### src/rtl/dmem_arb_pkg.sv
// Shared types and default widths for the data-memory arbiter.
// The optional starvation guard is enabled with the macro DMEM_ARB_STARVE_GUARD_EN.
package dmem_arb_pkg;

    // Default geometry of the request ports and the starvation threshold.
    localparam int DMEM_ADDR_W       = 32;
    localparam int DMEM_DATA_W       = 32;
    localparam int DMEM_STARVE_LIMIT = 8;

    // Arbiter operating mode.
    typedef enum logic [1:0] {
        NORMAL = 2'd0,
        DRAIN  = 2'd1,
        LOAD   = 2'd2
    } arb_state_e;

    // Which port owns the read response currently in flight.
    typedef enum logic {
        OWN_CPU  = 1'b0,
        OWN_UART = 1'b1
    } owner_e;

    // Bits needed to count from 0 up to and including limit.
    function automatic int cnt_width(input int limit);
        int w;
        w = 1;
        if (limit > 1) begin
            w = $clog2(limit + 1);
        end
        return w;
    endfunction

endpackage

### src/rtl/starve_counter.sv
// Counts consecutive cycles in which the UART loader asks for the memory and is
// refused. Saturates at LIMIT; at_limit_o tells the arbiter to hand the next
// cycle to the loader. Only instantiated when DMEM_ARB_STARVE_GUARD_EN is defined.
module starve_counter
    import dmem_arb_pkg::*;
#(
    parameter int LIMIT = DMEM_STARVE_LIMIT
) (
    input  logic clk,
    input  logic reset,
    input  logic req_i,
    input  logic gnt_i,
    output logic at_limit_o
);

    localparam int             CNT_W   = cnt_width(LIMIT);
    localparam logic [CNT_W-1:0] LIMIT_C = CNT_W'(LIMIT);

    logic [CNT_W-1:0] cnt_q;
    logic [CNT_W-1:0] cnt_d;

    // Next count: grow while refused, hold at the limit, drop to zero otherwise.
    always_comb begin
        cnt_d = '0;
        if (req_i && !gnt_i) begin
            if (cnt_q == LIMIT_C) begin
                cnt_d = cnt_q;
            end else begin
                cnt_d = cnt_q + 1'b1;
            end
        end
    end

    // Counter register, cleared by the active-low synchronous reset.
    always_ff @(posedge clk) begin
        if (!reset) begin
            cnt_q <= '0;
        end else begin
            cnt_q <= cnt_d;
        end
    end

    assign at_limit_o = (cnt_q == LIMIT_C);

endmodule

### src/rtl/dmem_arbiter.sv
// Two-port data-memory arbiter: a CPU port and a UART loader port share one
// single-access-per-cycle memory. Grants are combinational in the request
// cycle; read data returns one cycle later and is steered by a registered owner
// tag. The loader can take exclusive ownership (LOAD) via uart_lock, passing
// through DRAIN when a read is still in flight.
// Optional feature: define DMEM_ARB_STARVE_GUARD_EN to add loader starvation
// forcing; without it NORMAL mode is strictly CPU-first.
module dmem_arbiter
    import dmem_arb_pkg::*;
#(
    parameter int ADDR_W       = DMEM_ADDR_W,
    parameter int DATA_W       = DMEM_DATA_W,
    parameter int STARVE_LIMIT = DMEM_STARVE_LIMIT
) (
    input  logic                clk,
    input  logic                reset,

    // CPU request / response
    input  logic                cpu_req,
    input  logic                cpu_we,
    input  logic [ADDR_W-1:0]   cpu_addr,
    input  logic [DATA_W-1:0]   cpu_wdata,
    input  logic [DATA_W/8-1:0] cpu_wmask,
    output logic                cpu_gnt,
    output logic                cpu_stall,
    output logic                cpu_rvalid,
    output logic [DATA_W-1:0]   cpu_rdata,

    // UART loader request / response
    input  logic                uart_req,
    input  logic                uart_we,
    input  logic [ADDR_W-1:0]   uart_addr,
    input  logic [DATA_W-1:0]   uart_wdata,
    input  logic [DATA_W/8-1:0] uart_wmask,
    output logic                uart_gnt,
    output logic                uart_rvalid,
    output logic [DATA_W-1:0]   uart_rdata,
    input  logic                uart_lock,
    output logic                lock_active,

    // Memory side
    output logic                mem_en,
    output logic                mem_we,
    output logic [ADDR_W-1:0]   mem_addr,
    output logic [DATA_W-1:0]   mem_wdata,
    output logic [DATA_W/8-1:0] mem_wmask,
    input  logic [DATA_W-1:0]   mem_rdata
);

    localparam int MASK_W = DATA_W / 8;

    arb_state_e state_q;
    logic       lock_active_q;

    logic       rd_pend_q;
    logic       rd_pend_d;
    owner_e     owner_q;
    owner_e     owner_d;

    logic       starve_force;
    logic       rd_accept;

`ifdef DMEM_ARB_STARVE_GUARD_EN
    logic       starve_at_limit;

    starve_counter #(
        .LIMIT (STARVE_LIMIT)
    ) u_starve_counter (
        .clk        (clk),
        .reset      (reset),
        .req_i      (uart_req),
        .gnt_i      (uart_gnt),
        .at_limit_o (starve_at_limit)
    );

    assign starve_force = starve_at_limit;
`else
    // No guard: the loader never overrides the CPU in NORMAL. The limit term
    // only keeps the parameter referenced; the whole expression is constant 0.
    assign starve_force = 1'b0 & (STARVE_LIMIT == 0);
`endif

    // Grant selection for the current cycle, decided by mode and priority.
    always_comb begin
        cpu_gnt  = 1'b0;
        uart_gnt = 1'b0;
        case (state_q)
            NORMAL: begin
                if (uart_req && (starve_force || !cpu_req)) begin
                    uart_gnt = 1'b1;
                end else if (cpu_req) begin
                    cpu_gnt = 1'b1;
                end
            end
            LOAD: begin
                uart_gnt = uart_req;
            end
            default: begin
                // DRAIN: hold everyone off until the in-flight read lands.
                cpu_gnt  = 1'b0;
                uart_gnt = 1'b0;
            end
        endcase
    end

    // Memory command mux: the granted port's fields, zeros when idle.
    always_comb begin
        mem_we    = 1'b0;
        mem_addr  = '0;
        mem_wdata = '0;
        mem_wmask = '0;
        if (cpu_gnt) begin
            mem_we    = cpu_we;
            mem_addr  = cpu_addr;
            mem_wdata = cpu_wdata;
            mem_wmask = cpu_wmask;
        end else if (uart_gnt) begin
            mem_we    = uart_we;
            mem_addr  = uart_addr;
            mem_wdata = uart_wdata;
            mem_wmask = uart_wmask;
        end
    end

    assign mem_en    = cpu_gnt | uart_gnt;
    assign rd_accept = mem_en & ~mem_we;
    assign cpu_stall = cpu_req & ~cpu_gnt;

    // Next response tag: a read accepted now returns next cycle to its owner.
    always_comb begin
        rd_pend_d = rd_accept;
        owner_d   = owner_q;
        if (rd_accept) begin
            owner_d = uart_gnt ? OWN_UART : OWN_CPU;
        end
    end

    // Response tracking registers; reset drops any read still in flight.
    always_ff @(posedge clk) begin
        if (!reset) begin
            rd_pend_q <= 1'b0;
            owner_q   <= OWN_CPU;
        end else begin
            rd_pend_q <= rd_pend_d;
            owner_q   <= owner_d;
        end
    end

    // Mode state machine with registered lock_active flag.
    always_ff @(posedge clk) begin
        if (!reset) begin
            state_q       <= NORMAL;
            lock_active_q <= 1'b0;
        end else begin
            case (state_q)
                NORMAL: begin
                    if (uart_lock) begin
                        // A read granted in this very cycle still has to return.
                        if (rd_accept) begin
                            state_q       <= DRAIN;
                            lock_active_q <= 1'b0;
                        end else begin
                            state_q       <= LOAD;
                            lock_active_q <= 1'b1;
                        end
                    end
                end
                DRAIN: begin
                    // Nothing is granted here, so the single in-flight read is
                    // delivered this cycle; leave on the following edge.
                    if (uart_lock) begin
                        state_q       <= LOAD;
                        lock_active_q <= 1'b1;
                    end else begin
                        state_q       <= NORMAL;
                        lock_active_q <= 1'b0;
                    end
                end
                LOAD: begin
                    if (!uart_lock) begin
                        state_q       <= NORMAL;
                        lock_active_q <= 1'b0;
                    end
                end
                default: begin
                    state_q       <= NORMAL;
                    lock_active_q <= 1'b0;
                end
            endcase
        end
    end

    assign lock_active = lock_active_q;

    // Response steering: only the owner sees data, the other port reads zero.
    assign cpu_rvalid  = rd_pend_q && (owner_q == OWN_CPU);
    assign uart_rvalid = rd_pend_q && (owner_q == OWN_UART);
    assign cpu_rdata   = cpu_rvalid  ? mem_rdata : {DATA_W{1'b0}};
    assign uart_rdata  = uart_rvalid ? mem_rdata : {DATA_W{1'b0}};

    // MASK_W documents the byte-lane width shared by both ports.
    logic [MASK_W-1:0] unused_mask_w;
    assign unused_mask_w = mem_wmask;

endmodule

### config.mk
export PLATFORM = sky130hd
export DESIGN_NAME = dmem_arbiter
export DESIGN_NICKNAME = d
export VERILOG_FILES = /design/src/rtl/dmem_arb_pkg.sv /design/src/rtl/starve_counter.sv /design/src/rtl/dmem_arbiter.sv
export SDC_FILE = /design/constraint.sdc
export NUM_CORES = 1
export LEC_CHECK = 0
export ABC_CLOCK_PERIOD_IN_PS = 1600
export CAP_MARGIN = 20
export CORE_AREA = 2 2 124 126
export DETAILED_ROUTE_END_ITERATION = 10
export DIE_AREA = 0 0 126 128
export DONT_BUFFER_PORTS = 1
export HOLD_SLACK_MARGIN = 0.02
export SYNTH_ARGS = -nofsm -noshare
export SYNTH_HDL_FRONTEND = slang
export SYNTH_SLANG_ARGS = --single-unit
### constraint.sdc
create_clock -name clk -period 1.6 [get_ports clk]
set_input_delay 0.24 -clock clk [delete_from_list [all_inputs] [get_ports clk]]
set_output_delay 0.24 -clock clk [all_outputs]
set_load 0.02 [all_outputs]
# Word-level counts from Yosys, hierarchy flattened
# Index checks and enable logic that the tools add are counted.
# classes
n_eq_ne,4
mux,26
n_bitwise,6
reduce_logical,6
# op_table
operator,count
$mux 32,6
$mux 1,11
$mux 2,4
$mux 4,2
$pmux 2 s3,1
$ne 2x2->1 const B,2
$logic_and 1x1->1,3
$not 1->1,3
$pmux 1 s3,1
$and 1x1->1,2
$eq 2x1->1 const B,1
$eq 2x2->1 const B,1
$logic_not 2->1,1
$pmux 1 s2,1
$reduce_and 2->1,1
$logic_not 1->1,1
$or 1x1->1,1
# word_totals
reg_bits,5
input_bits,175
output_inout_bits,140
wordCells,46

# Logic depth before layout (Yosys ltp)
# depth
depth_word,11
ltp_mapped,5
depth_no_buf,5

# Worst setup path after synthesis
# No wires, ideal clock.
# synth_path
kind,reg-to-output
from,register state_q[1]
to,output port mem_addr[19]
t_arrival_ns,1.315
required_time_ns,1.360
slack_ns,0.045
path_stages_with_launch,6
path_buffers,2
cell_sequence,dfxtp_1 nand2b_4 nor2b_4 buf_6 buf_6 a22o_1
# synth_via
elab_chain_len,4
elab_cells_between_ends,6
classes_between,eq/ne: 1; mux: 4; reduce/logical: 1
# synth_rtl
element,line,text
"start, declared",dmem_arbiter.sv:52,arb_state_e state_q;
"start signal, assigned",dmem_arbiter.sv:152,state_q <= NORMAL;
"start signal, assigned",dmem_arbiter.sv:160,state_q <= DRAIN;
"start signal, assigned",dmem_arbiter.sv:163,state_q <= LOAD;
$eq 2x2->1 or $logic_not 2->1 (tied branches),dmem_arbiter.sv:87,case (state_q)
$pmux 1 s2 (*),dmem_arbiter.sv:87,
net uart_gnt,dmem_arbiter.sv:35,"output logic uart_gnt,"
$mux 32 (*),dmem_arbiter.sv:117,end else if (uart_gnt) begin
$mux 32 (*),dmem_arbiter.sv:112,if (cpu_gnt) begin
"end, declared",dmem_arbiter.sv:44,"output logic [ADDR_W-1:0] mem_addr,"
# The timed path passes the listed nets; every way through them passes the cells marked *.

# Final worst setup path
# layout_path
from,register state_q[1]
to,output port mem_wmask[2]
# layout_via
elab_chain_len,4
elab_cells_between_ends,6
classes_between,eq/ne: 1; mux: 4; reduce/logical: 1
# layout_rtl
element,line,text
$eq 2x2->1 or $logic_not 2->1 (tied branches),dmem_arbiter.sv:87,
$pmux 1 s2,dmem_arbiter.sv:87,
$mux 4,dmem_arbiter.sv:117,
$mux 4 (*),dmem_arbiter.sv:112,
"end, declared",dmem_arbiter.sv:46,"output logic [DATA_W/8-1:0] mem_wmask,"
# Mark *: on every way between the ends. The rest lies on a longest branch, timed or not.

==> summary.md <==
| Metric | Value |
|---|---|
| Status | `complete, but fails checks` |
| Failing checks | `negative setup slack` |
| Max-Slew Margin vs Limit | `82.8%` |
| N_diodes | `0` |
| Unique cell type count in the Yosys netlist | `21` |
| Total power | `1.60 mW` |
| Cells after Synth | `182` |
| Max Cap Viol | `0` |
| H-tree depth | `1` |
| Global placement routability congestion | `0.857` |
| Reg2reg start | `state_q[0]$_SDFFE_PN0P_` |
| Measured slew at the worst slew-check pin | `0.258 ns` |
| CTS Hold Bufs | `0` |
| Drt first-iter violations | `64` |
| DRC | `0` |
| Sw Share | `42.7%` |
| Max incr delay on CP | `0.33 ns` |
| Post-synthesis cell area | `1390 sq um` |
| Worst-path clk slew | `0.03 ns` |
| Final setup TNS | `-3.58 ns` |
| WP data required | `1.36 ns` |
| Crit. Startpoint | `state_q[1]$_SDFFE_PN0P_` |
| Pint | `0.917 mW` |
| Peak supply drop | `217 uV` |
| Area Growth Syn to Fin | `87.8%` |
| Mean Syn Cell Area | `7.65 sq um` |
| Inst Count DP | `359` |
| Grt ovf | `0` |
| Minimum clock period | `1.67 ns` |
| Synth Register Bits | `4` |
| Avg Vias per Cell | `4.52` |
| Hold wc startpoint | `uart_lock` |
| Nature of the critical path startpoint | `flip-flop` |
| Ratio of cells with drive above 1 in the final layout | `56.3%` |
| Sequential share of power | `7.0%` |
| Worst Setup End Kind | `output pin` |
| P_sw | `0.684 mW` |
| Final period utilization | `105%` |
| PnR worst setup slack | `-0.0723 ns` |
| # clock sinks | `4` |
| Seq/Total Area, Yosys | `5.75%` |
| CP Class | `flip-flop to output pin` |
| Wire per inst | `25.5 um` |
| Vias in the first global route | `1391` |
| Final WL | `9.63 mm` |
| Final ANT Viol Nets | `0` |
| Core area | `14900 sq um` |
| Fmax | `598 MHz` |
| RSZ-0062 raised after global routing | `true` |
| Clk Latency, worst-skew pair | `0.23 ns` |
| Die Y | `128 um` |
| Finished Core Util | `17.6%` |
| Crit path buf inv count | `2` |
| CP Max Fanout | `9` |
| Post-Syn Nets | `357` |
| Die area | `16100 sq um` |
| Slowest stage cell, crit path | `dfxtp_2` |
| Initial core utilization | `9.37%` |
| Clk buf depth | `2` |
| CTS Root Cell | `clkbuf_16` |
| Layout Nets | `367` |
| Power per cell area | `612 nW/um^2` |
| FP Rows | `45` |
| DIE WIDTH | `126 um` |
| Worst hold slack | `0.184 ns` |
| TritonRoute pass-1 iters | `4` |
| Clock buffer count from CTS | `3` |
| Initial antenna violation count | `0` |
| Setup Skew | `0.00257 ns` |
| Finished Layout Cells | `378` |
| Final setup fails | `70` |
| IO Count | `315` |
| Clk pwr share | `24.7%` |
| Synth warn | `0` |
| Vias | `1710` |
| Cell family with most CP delay | `flip-flops` |
| Critical Path AT | `1.43 ns` |
| Hold Crit Class | `primary input to flip-flop` |
| First-pass GRT wire length | `9.40 mm` |
| DP HPWL | `6.34 mm` |
| Combinational power share | `68.3%` |
| Worst path cell trace | `nand2b_4 -> nor2b_4 -> buf_8 -> clkbuf_16 -> a22o_4` |
| Total Routing Usage GR | `8.20%` |
| IO buf count | `0` |
| Final hold vios | `0` |
| CTS tree | `yes` |
| Pins over their slew limit | `0` |
| Largest net degree at the start of global routing | `72` |
| Pleak | `1.24 nW` |
## worst paths after layout
path	cells after the start	slack (ns)	to
setup / recovery	5	-0.07	mem_wmask[2]
hold / removal	1	0.18	state_q[0]$_SDFFE_PN0P_
setup reg to reg	6	0.15	owner_q$_SDFFE_PN0P_
hold reg to reg	1	0.56	rd_pend_q$_SDFF_PN0_
## layer usage
metal / global-route usage (%) / up-vias / wire length, um
met4: 3.56 / 0 / 163
met5: 0 / - / 0
met3: 1.84 / 10 / 843
li1: - / 723 / -
met2: 14.1 / 164 / 5120
met1: 9.82 / 813 / 3510
## cells in the mapped netlist
| library cell | number | area [sq um] |
|---|---|---|
| a22o_1 | 69 | 604 |
| and2_1 | 33 | 206 |
| and3_1 | 33 | 206 |
| buf_2 | 8 | 40.0 |
| buf_6 | 8 | 90.1 |
| clkbuf_1 | 8 | 30.0 |
| dfxtp_1 | 4 | 80.1 |
| nand2_1 | 3 | 11.3 |
| nand2b_1 | 3 | 18.8 |
| nor2b_1 | 2 | 12.5 |
| a21oi_1 | 1 | 5.00 |
| a32o_1 | 1 | 10.0 |
| and2b_1 | 1 | 7.51 |
| and3b_1 | 1 | 8.76 |
| and4_1 | 1 | 8.76 |
| inv_2 | 1 | 3.75 |
| mux2i_1 | 1 | 10.0 |
| nand2b_4 | 1 | 13.8 |
| nor2_1 | 1 | 3.75 |
| nor2b_4 | 1 | 13.8 |
| or4_1 | 1 | 7.51 |
## logic make-up (layout without fill, tap and decap cells)
| kind of cell | after synthesis | in the layout | share of synthesized area [%] |
|---|---|---|---|
| buf+inv | 25 | 33 | 11.8 |
| mux | 1 | 1 | 0.719 |
| flops | 4 | 4 | 5.75 |
| simple gates | 81 | 81 | 37.3 |
| compound gates | 71 | 71 | 44.5 |
## final cells by class
cell class,count,area (sq um)
multi-input cells,153,1760
inverters,1,8.76
well taps,188,235
flip-flops and latches,4,82.6
clock buffers,3,75.1
repair buffers,29,453
fillers,1635,12200
## power by group through the flow
| stage | logic [mW] | registers [mW] | clock network, mW |
|---|---|---|---|
| after floorplan | 0.631 | 0.115 | 0 |
| after detailed placement | 0.697 | 0.113 | 0 |
| final | 1.09 | 0.112 | 0.395 |
| after global placement | 0.693 | 0.112 | 0 |
| after global routing | 1.14 | 0.113 | 0.411 |
| after CTS | 0.804 | 0.111 | 0.402 |
## layout by cell type (no fill, tap or decap)
| cell | Yosys | routed |
|---|---|---|
| nor2b_4 | 1 | 1 |
| and2b_1 | 1 | 1 |
| buf_6 | 8 | 2 |
| buf_16 | 0 | 5 |
| a21oi_1 | 1 | 1 |
| buf_8 | 0 | 2 |
| nand2b_4 | 1 | 2 |
| and3_1 | 33 | 33 |
| dfxtp_2 | 0 | 2 |
| and3b_1 | 1 | 1 |
| buf_12 | 0 | 2 |
| clkinv_4 | 0 | 1 |
| nand2_1 | 3 | 3 |
| nor2_1 | 1 | 1 |
| or4_1 | 1 | 1 |
| buf_4 | 0 | 13 |
| and4_1 | 1 | 1 |
| clkbuf_16 | 0 | 8 |
| dfxtp_1 | 4 | 2 |
| nor2b_1 | 2 | 2 |
| a22o_4 | 0 | 69 |
| and2_1 | 33 | 33 |
| nand2b_1 | 3 | 2 |
| a32o_1 | 1 | 1 |
| mux2i_1 | 1 | 1 |
## flip-flops by register name, summed over array words and instances, names as in the netlist
name,count
owner_q,1
state_q,2
rd_pend_q,1
## stage by stage
step | setup slack (ns) | area, sq um
2_1_floorplan | 0.0445 | 1390
3_3_place_gp | 0.0422 | 1590
3_5_place_dp | 0.00802 | 1590
4_1_cts | -0.118 | 1880
5_1_grt | -0.112 | 2620
6_report | -0.0723 | 2620
## timing repair
item                                    in CTS  in global routing
setup buffers                                4                  0
pin swaps                                    0                 49
gates cloned                                 4                  8
hold endpoints to repair                     0                  0
endpoints found under the setup margin      71                 71
gates resized for setup                     35                105
(Power assumes the default switching activity.)
